<file path="config.mk">
export PLATFORM = sky130hd
export DESIGN_NAME = shift_reg_sipo
export DESIGN_NICKNAME = d
export VERILOG_FILES = /design/src/rtl/shift_reg_sipo.sv
export SDC_FILE = /design/constraint.sdc
export NUM_CORES = 1
export LEC_CHECK = 0
export CORE_AREA = 3 3 40 42
export CTS_BUF_LIST = sky130_fd_sc_hd__clkbuf_4 sky130_fd_sc_hd__clkbuf_8 sky130_fd_sc_hd__clkbuf_16
export DETAILED_ROUTE_END_ITERATION = 10
export DIE_AREA = 0 0 43 45
export DONT_BUFFER_PORTS = 1
export HOLD_SLACK_MARGIN = 0.02
export SYNTH_ARGS = -nofsm -noshare
export SYNTH_HDL_FRONTEND = slang
export SYNTH_SLANG_ARGS = --single-unit
</file>
<file path="constraint.sdc">
create_clock -name clk -period 1.8 [get_ports clk]
set_input_delay 0.54 -clock clk [delete_from_list [all_inputs] [get_ports clk]]
set_output_delay 0.54 -clock clk [all_outputs]
set_load 0.05 [all_outputs]
</file>
<file path="src/rtl/shift_reg_sipo.sv">
// shift_reg_sipo: LSB-first serial-in, parallel-out receive shift register.
// Bits are collected on enabled edges. Every WIDTH bits the assembled word
// moves into a holding register that stays valid until the consumer acks it.
// A word that completes while the holding register is still full is dropped,
// and the drop sets a sticky overrun flag.
//
// Handshake: o_valid=1 means o_data_out holds a word that has not been
// acknowledged. A one-cycle i_ack while o_valid=1 consumes the word. There is
// no ready/backpressure toward the serial side: if a word completes while the
// holding register is full and not being acked on that same edge, the new word
// is lost and o_overrun latches. i_ack while o_valid=0 has no effect.
module shift_reg_sipo #(
  parameter int WIDTH = 4,
  parameter int CNTW  = 3
) (
  input  logic             clk,
  input  logic             rst,
  input  logic             i_enable,
  input  logic             i_din,
  input  logic             i_clear,
  input  logic             i_ack,
  output logic [WIDTH-1:0] o_data_out,
  output logic             o_valid,
  output logic             o_overrun,
  output logic [CNTW-1:0]  o_bit_count
);

  // Counter value on the edge that samples the last bit of a word.
  localparam logic [CNTW-1:0] LAST_CNT = CNTW'(WIDTH - 1);

  // Holding-buffer state; o_valid is this state seen from outside.
  typedef enum logic {
    BUF_EMPTY = 1'b0,
    BUF_FULL  = 1'b1
  } buf_state_t;

  logic [WIDTH-1:0] r_shreg;
  logic [CNTW-1:0]  r_cnt;
  buf_state_t       r_state;
  logic [WIDTH-1:0] r_data_out;
  logic             r_overrun;

  logic             w_complete;
  logic [WIDTH-1:0] w_word;

  // The incoming bit enters at the top, so the first bit ends up in bit 0.
  assign w_word     = {i_din, r_shreg[WIDTH-1:1]};
  assign w_complete = i_enable && (r_cnt == LAST_CNT);

  // Serial side: shift register and bit counter, both held when not enabled.
  always_ff @(posedge clk or posedge rst) begin
    if (rst) begin
      r_shreg <= '0;
      r_cnt   <= '0;
    end else if (i_clear) begin
      r_shreg <= '0;
      r_cnt   <= '0;
    end else if (i_enable) begin
      r_shreg <= w_word;
      if (r_cnt == LAST_CNT) begin
        r_cnt <= '0;
      end else begin
        r_cnt <= r_cnt + 1'b1;
      end
    end
  end

  // Holding-buffer FSM: takes completed words, consumes acks, tracks overrun.
  always_ff @(posedge clk or posedge rst) begin
    if (rst) begin
      r_state    <= BUF_EMPTY;
      r_data_out <= '0;
      r_overrun  <= 1'b0;
    end else if (i_clear) begin
      r_state    <= BUF_EMPTY;
      r_data_out <= '0;
      r_overrun  <= 1'b0;
    end else begin
      case (r_state)
        BUF_EMPTY: begin
          if (w_complete) begin
            r_data_out <= w_word;
            r_state    <= BUF_FULL;
          end
        end
        BUF_FULL: begin
          if (w_complete) begin
            // An ack on the same edge frees the slot for the new word.
            if (i_ack) begin
              r_data_out <= w_word;
            end else begin
              r_overrun <= 1'b1;
            end
          end else if (i_ack) begin
            r_state <= BUF_EMPTY;
          end
        end
        default: begin
          r_state <= BUF_EMPTY;
        end
      endcase
    end
  end

  assign o_data_out  = r_data_out;
  assign o_valid     = (r_state == BUF_FULL);
  assign o_overrun   = r_overrun;
  assign o_bit_count = r_cnt;

endmodule

</file>
==> results of run 1 <==
==> per-layer routing <==
layer  up-vias  part of all wire, %
li1        164                    -
met1       166                   42
met2        11                   51
met3         0                  7.2
met4         0                    0
met5         -                    0
==> path summary, 6_finish.rpt <==
check                               from             to  slack [ns]
max                        o_data_out[0]  o_data_out[0]        0.35
min                                  rst     r_shreg[2]        0.16
max reg2reg                      o_valid  o_data_out[0]        0.48
min reg2reg                   r_shreg[1]     r_shreg[1]        0.55
max in group asynchronous            rst  o_data_out[0]        1.33
min in group clk                 i_clear      o_overrun        0.33
==> area by class of cell <==
type                    instances  area, um2
inverters                       2       7.51
flip-flops and latches         12        300
multi-input cells              31        233
well taps                      15       18.8
fillers                       115        681
repair buffers                  3       22.5
clock buffers                   3       22.5
==> state kept, by name, indices dropped and copies added, names as in the netlist <==
name,flops
o_overrun,1
o_valid,1
o_data_out,4
r_shreg,3
o_bit_count,3
==> cells in the mapped netlist, drive strengths merged <==
cell	number	area share, %
clkbuf	1	0.66
a211oi	1	1.3
and2b	1	1.8
and3b	1	2.2
ha	1	2.2
a21oi	1	0.88
nor2b	1	2.4
nor2	6	4.0
nor3	2	1.8
mux2i	8	14
nand2b	8	8.8
xnor2	1	1.5
inv	2	1.3
buf	2	4.0
dfrtp	12	53
==> power breakdown <==
part / total (W) / internal (W) / leakage (nW) / switching [W]
combinational: 0.0000541 / 0.0000214 / 0.101 / 0.0000328
sequential: 0.000284 / 0.000277 / 0.165 / 0.00000707
clock: 0.000157 / 0.0000773 / 0.0138 / 0.0000795
total: 0.000495 / 0.000376 / 0.280 / 0.000119
==> kinds of logic after synthesis <==
logic type                 Yosys count
and+or+nand+nor                     19
DFF                                 12
muxes                                8
buffers and inverters                5
AOI/OAI and AO/OA                    2
xor gates and xnor gates             1
adders and majority gates            1
==> per-stage QoR <==
stage | setup WS [ns] | instances | power, W | cell area [um2]
final | 0.351 | 66 | 0.000495 | 604
after global routing | 0.316 | 66 | 0.000523 | 604
after CTS | 0.342 | 66 | 0.000503 | 604
after detailed placement | 0.474 | 63 | 0.000344 | 582
after global placement | 0.513 | 63 | 0.000342 | 582
after floorplan | 0.226 | 48 | 0.000339 | 567
==> cell usage in the layout (no fill, tap or decap) <==
cell | Yosys | routed
buf_4 | 0 | 3
dfrtp_1 | 12 | 12
mux2i_1 | 8 | 8
nor2_1 | 6 | 6
ha_1 | 1 | 1
nand2b_1 | 8 | 8
inv_1 | 2 | 2
and2b_4 | 1 | 1
and3b_4 | 1 | 1
xnor2_1 | 1 | 1
a211oi_1 | 1 | 1
nor3_1 | 2 | 2
a21oi_1 | 1 | 1
nor2b_4 | 1 | 1
clkbuf_4 | 0 | 3
==> flow_summary_export.csv, run 1 <==
group,metric,value,unit
global_route,gr-max-usage-layer,"met2",
power_and_ir_drop,leakagePower,0.280,nW
clock_network,numCtsBuffers,3,
timing,slew-limit-headroom,67.8,%
timing,rsz0062_at_grt,"no",
critical_path,reg2reg_depth,3,
timing,fmax,690,MHz
floorplanning,die_y,45,um
timing,tightestPinTransition,0.483,ns
placement,io_buffers,0,
yosys,synth_xor_area_share,1.55,%
cells_and_area,final_util,47.0,%
timing,hold_viol_final,0,
route,ant_nets,0,
clock_network,cts_root_buf,"clkbuf_4",
route,dr_total_vias,341,
floorplanning,start_util,44.1,%
global_route,grt_usage,11.4,%
timing,period_needed,1.45,ns
clock_network,h-tree-depth,1,
global_route,overflow,0,
critical_path,endpoint_kind,"output port",
yosys,ys_warn_count,0,
cells_and_area,drive_gt1_share,17.6,%
floorplanning,die_w,43,um
hold_path,hold_class,"in -> async",
route,drtIter0Drc,5,
power_and_ir_drop,ir_drop,0.296,mV
timing,drv_slew,0,
timing,finalCritPeriodShare,80.5,%
timing,timing.setup.tns,0,ns
yosys,synth_fp_nets,55,
global_route,antenna_found_initial,0,
timing,setup_viol,0,
clock_network,clkTransAtPathRegs,0.07,ns
cells_and_area,diodes,0,
critical_path,crit_path_start_kind,"flip-flop",
route,wl_per_cell,14.3,um
clock_network,cts_resized,0,
clock_network,holdBufCountCts,0,
route,drt_wl_total,942,um
cells_and_area,area_growth,6.62,%
global_route,grt_max_degree,17,
critical_path,critical_path.max_fanout,2,
yosys,synth.ff_latch_count,12,
global_route,grt_pass1_wl,1610,um
yosys,synth_top_family_by_area,"simple AND/OR/NAND/NOR gates",
yosys,synth_compound_area_share,2.21,%
clock_network,tritoncts,"built",
global_route,grt_pass1_vias,359,
global_route,use_met2,17.1,%
floorplanning,rows,13,
yosys,synth_cells,48,
power_and_ir_drop,cellPowerDensity,819,nW/um2
global_route,grt_use_met3,4.38,%
critical_path,crit_required,1.26,ns
yosys,synthDistinctLibCells,15,
yosys,synth_fa_ha_area_share,2.21,%
route,route.detailed.drc,0,
placement,gp_congestion,0.748,
yosys,yosysSeqAreaShare,53.0,%
floorplanning,pin_count,15,
global_route,grt_util_met1,13.7,%
floorplanning,coreArea,1280,um2
job,maxCapViolCount,0,
clock_network,clk_latency,0.26,ns
critical_path,path_class,"reg -> out",
yosys,synth_mux_area_share,14.1,%
critical_path,arrival,0.91,ns
clock_network,post_cts_buffers,0,
critical_path,cp.depth,0,
run_status,status,"finished clean",
yosys,avgSynthCellArea,11.8,um2
route,drt_pre_antenna_iters,2,
clock_network,cts.path.max_buffers,2,
cells_and_area,nNetsFinal,60,
floorplanning,dieArea,1940,um2
clock_network,clock-sinks,12,
timing,clock_skew,0.00118,ns
timing,worst_hold_slack,0.163,ns
yosys,synth_simple_gate_area_share,21.0,%
yosys,syn_area,567,um2
route,avgViaCountPerCell,5.17,
(Power assumes the default switching activity.)
==> run 2, diff against run 1 <==
==> constraint.sdc (replaced) <==
create_clock -name clk -period 1.5 [get_ports clk]
set_input_delay 0.45 -clock clk [delete_from_list [all_inputs] [get_ports clk]]
set_output_delay 0.45 -clock clk [all_outputs]
set_load 0.05 [all_outputs]
==> flow_summary_export.csv, run 2 (synthesis results as in run 1) <==
group,metric,value,unit
global_route,use_met2,19.8,%
global_route,grt_pass1_vias,388,
cells_and_area,final_common_cell,"dfrtp_1",
clock_network,numCtsBuffers,3,
timing,rsz0062_at_grt,"no",
critical_path,arrival,0.93,ns
clock_network,clk_latency,0.26,ns
clock_network,post_cts_buffers,0,
cells_and_area,largest_reg_flops,4,
floorplanning,rows,13,
clock_network,clkTransAtPathRegs,0.07,ns
route,drt_wl_total,998,um
timing,setup_viol,0,
timing,drv_slew,0,
placement,dpl.hpwl,809,um
floorplanning,dieArea,1940,um2
critical_path,reg2reg_depth,4,
cells_and_area,diodes,0,
route,avgViaCountPerCell,5.04,
critical_path,rr_endpoint,"o_data_out[2]",
global_route,grt_use_met3,4.38,%
placement,dp_cells,64,
clock_network,clock-sinks,12,
cells_and_area,layout_common_cells,"10 x dfrtp_1, 8 x mux2i_1, 8 x nand2b_1",
cells_and_area,final_cells,68,
critical_path,regToRegSetupSlack,0.22,ns
timing,finalCritPeriodShare,91.7,%
global_route,grt_max_degree,17,
power_and_ir_drop,leakagePower,0.287,nW
timing,clock_skew,0.00337,ns
critical_path,reg2reg_from,"o_bit_count[0]",
floorplanning,pin_count,15,
route,dr_total_vias,343,
global_route,grt_usage,12.2,%
clock_network,h-tree-depth,1,
clock_network,holdBufCountCts,0,
critical_path,cp.depth,0,
route,drtIter0Drc,2,
cells_and_area,nNetsFinal,61,
floorplanning,die_w,43,um
critical_path,crit_required,1.05,ns
route,ant_nets,0,
critical_path,path_class,"reg -> out",
cells_and_area,fillers,131,
power_and_ir_drop,ir_drop,0.428,mV
timing,hold_viol_final,0,
placement,place_ws,0.210,ns
clock_network,cts_resized,0,
timing,period_needed,1.38,ns
global_route,antenna_found_initial,0,
route,route.detailed.drc,0,
global_route,overflow,0,
cells_and_area,drive_gt1_share,24.5,%
job,maxCapViolCount,0,
route,drt_pre_antenna_iters,4,
hold_path,hold_class,"in -> async",
timing,final.setup.worst_slack,0.124,ns
run_status,status,"finished clean",
critical_path,critical_path.max_fanout,2,
timing,worst_hold_slack,0.0744,ns
critical_path,crit_path_start_kind,"flip-flop",
power_and_ir_drop,cellPowerDensity,1000,nW/um2
timing,slew-limit-headroom,66.2,%
clock_network,cts.path.max_buffers,2,
floorplanning,start_util,44.1,%
power_and_ir_drop,p_total,0.000624,W
critical_path,endpoint_kind,"output port",
floorplanning,die_y,45,um
floorplanning,coreArea,1280,um2
timing,fmax,727,MHz
placement,io_buffers,0,
cells_and_area,area_growth,9.71,%
route,wl_per_cell,14.7,um
global_route,gr-max-usage-layer,"met2",
timing,timing.setup.tns,0,ns
clock_network,cts_root_buf,"clkbuf_4",
global_route,grt_util_met1,14.8,%
clock_network,tritoncts,"built",
timing,tightestPinTransition,0.507,ns
placement,gp_congestion,0.738,
global_route,grt_pass1_wl,1750,um
[run 2: cell type report]
| type | instances | area (um2) | share of cell area [%] |
|---|---|---|---|
| Tap cell | 15 | 18.8 | 3.02 |
| Clock buffer | 4 | 30.0 | 4.83 |
| Multi-Input combinational cell | 31 | 233 | 37.4 |
| Inverter | 2 | 7.51 | 1.21 |
| Sequential cell | 12 | 303 | 48.7 |
| Timing Repair Buffer | 4 | 30.0 | 4.83 |
[run 2: per-stage QoR]
| step | util [%] | instance area, um2 |
|---|---|---|
| after detailed placement | 46.1 | 592 |
| after global placement | 46.1 | 592 |
| after global routing | 48.4 | 622 |
| final | 48.4 | 622 |
| after floorplan | - | 569 |
| after CTS | 48.4 | 622 |
[run 2: how the worst max path moves through the flow]
stage                    from       endpoint  slack, ns
5_1_grt         o_data_out[3]  o_data_out[3]        0.1
3_3_place_gp   o_bit_count[0]  o_data_out[1]       0.29
3_5_place_dp   o_bit_count[0]  o_data_out[3]       0.21
2_1_floorplan  o_bit_count[2]  o_data_out[0]       0.07
4_1_cts         o_data_out[3]  o_data_out[3]       0.11
6_report        o_data_out[3]  o_data_out[3]       0.12
[run 2: power by group]
group	switching [W]	total (W)	internal (W)
clock network	0.0000958	0.000217	0.000121
registers	0.00000769	0.000341	0.000333
logic	0.0000408	0.0000671	0.0000263
total	0.000144	0.000624	0.000480
[run 2: metal layers]
metal,vias to the layer above,wire length [um],share of wire [%]
met5,-,0,0
met4,0,0,0
met3,0,102,10
met2,13,489,49
met1,164,406,41
li1,166,-,-
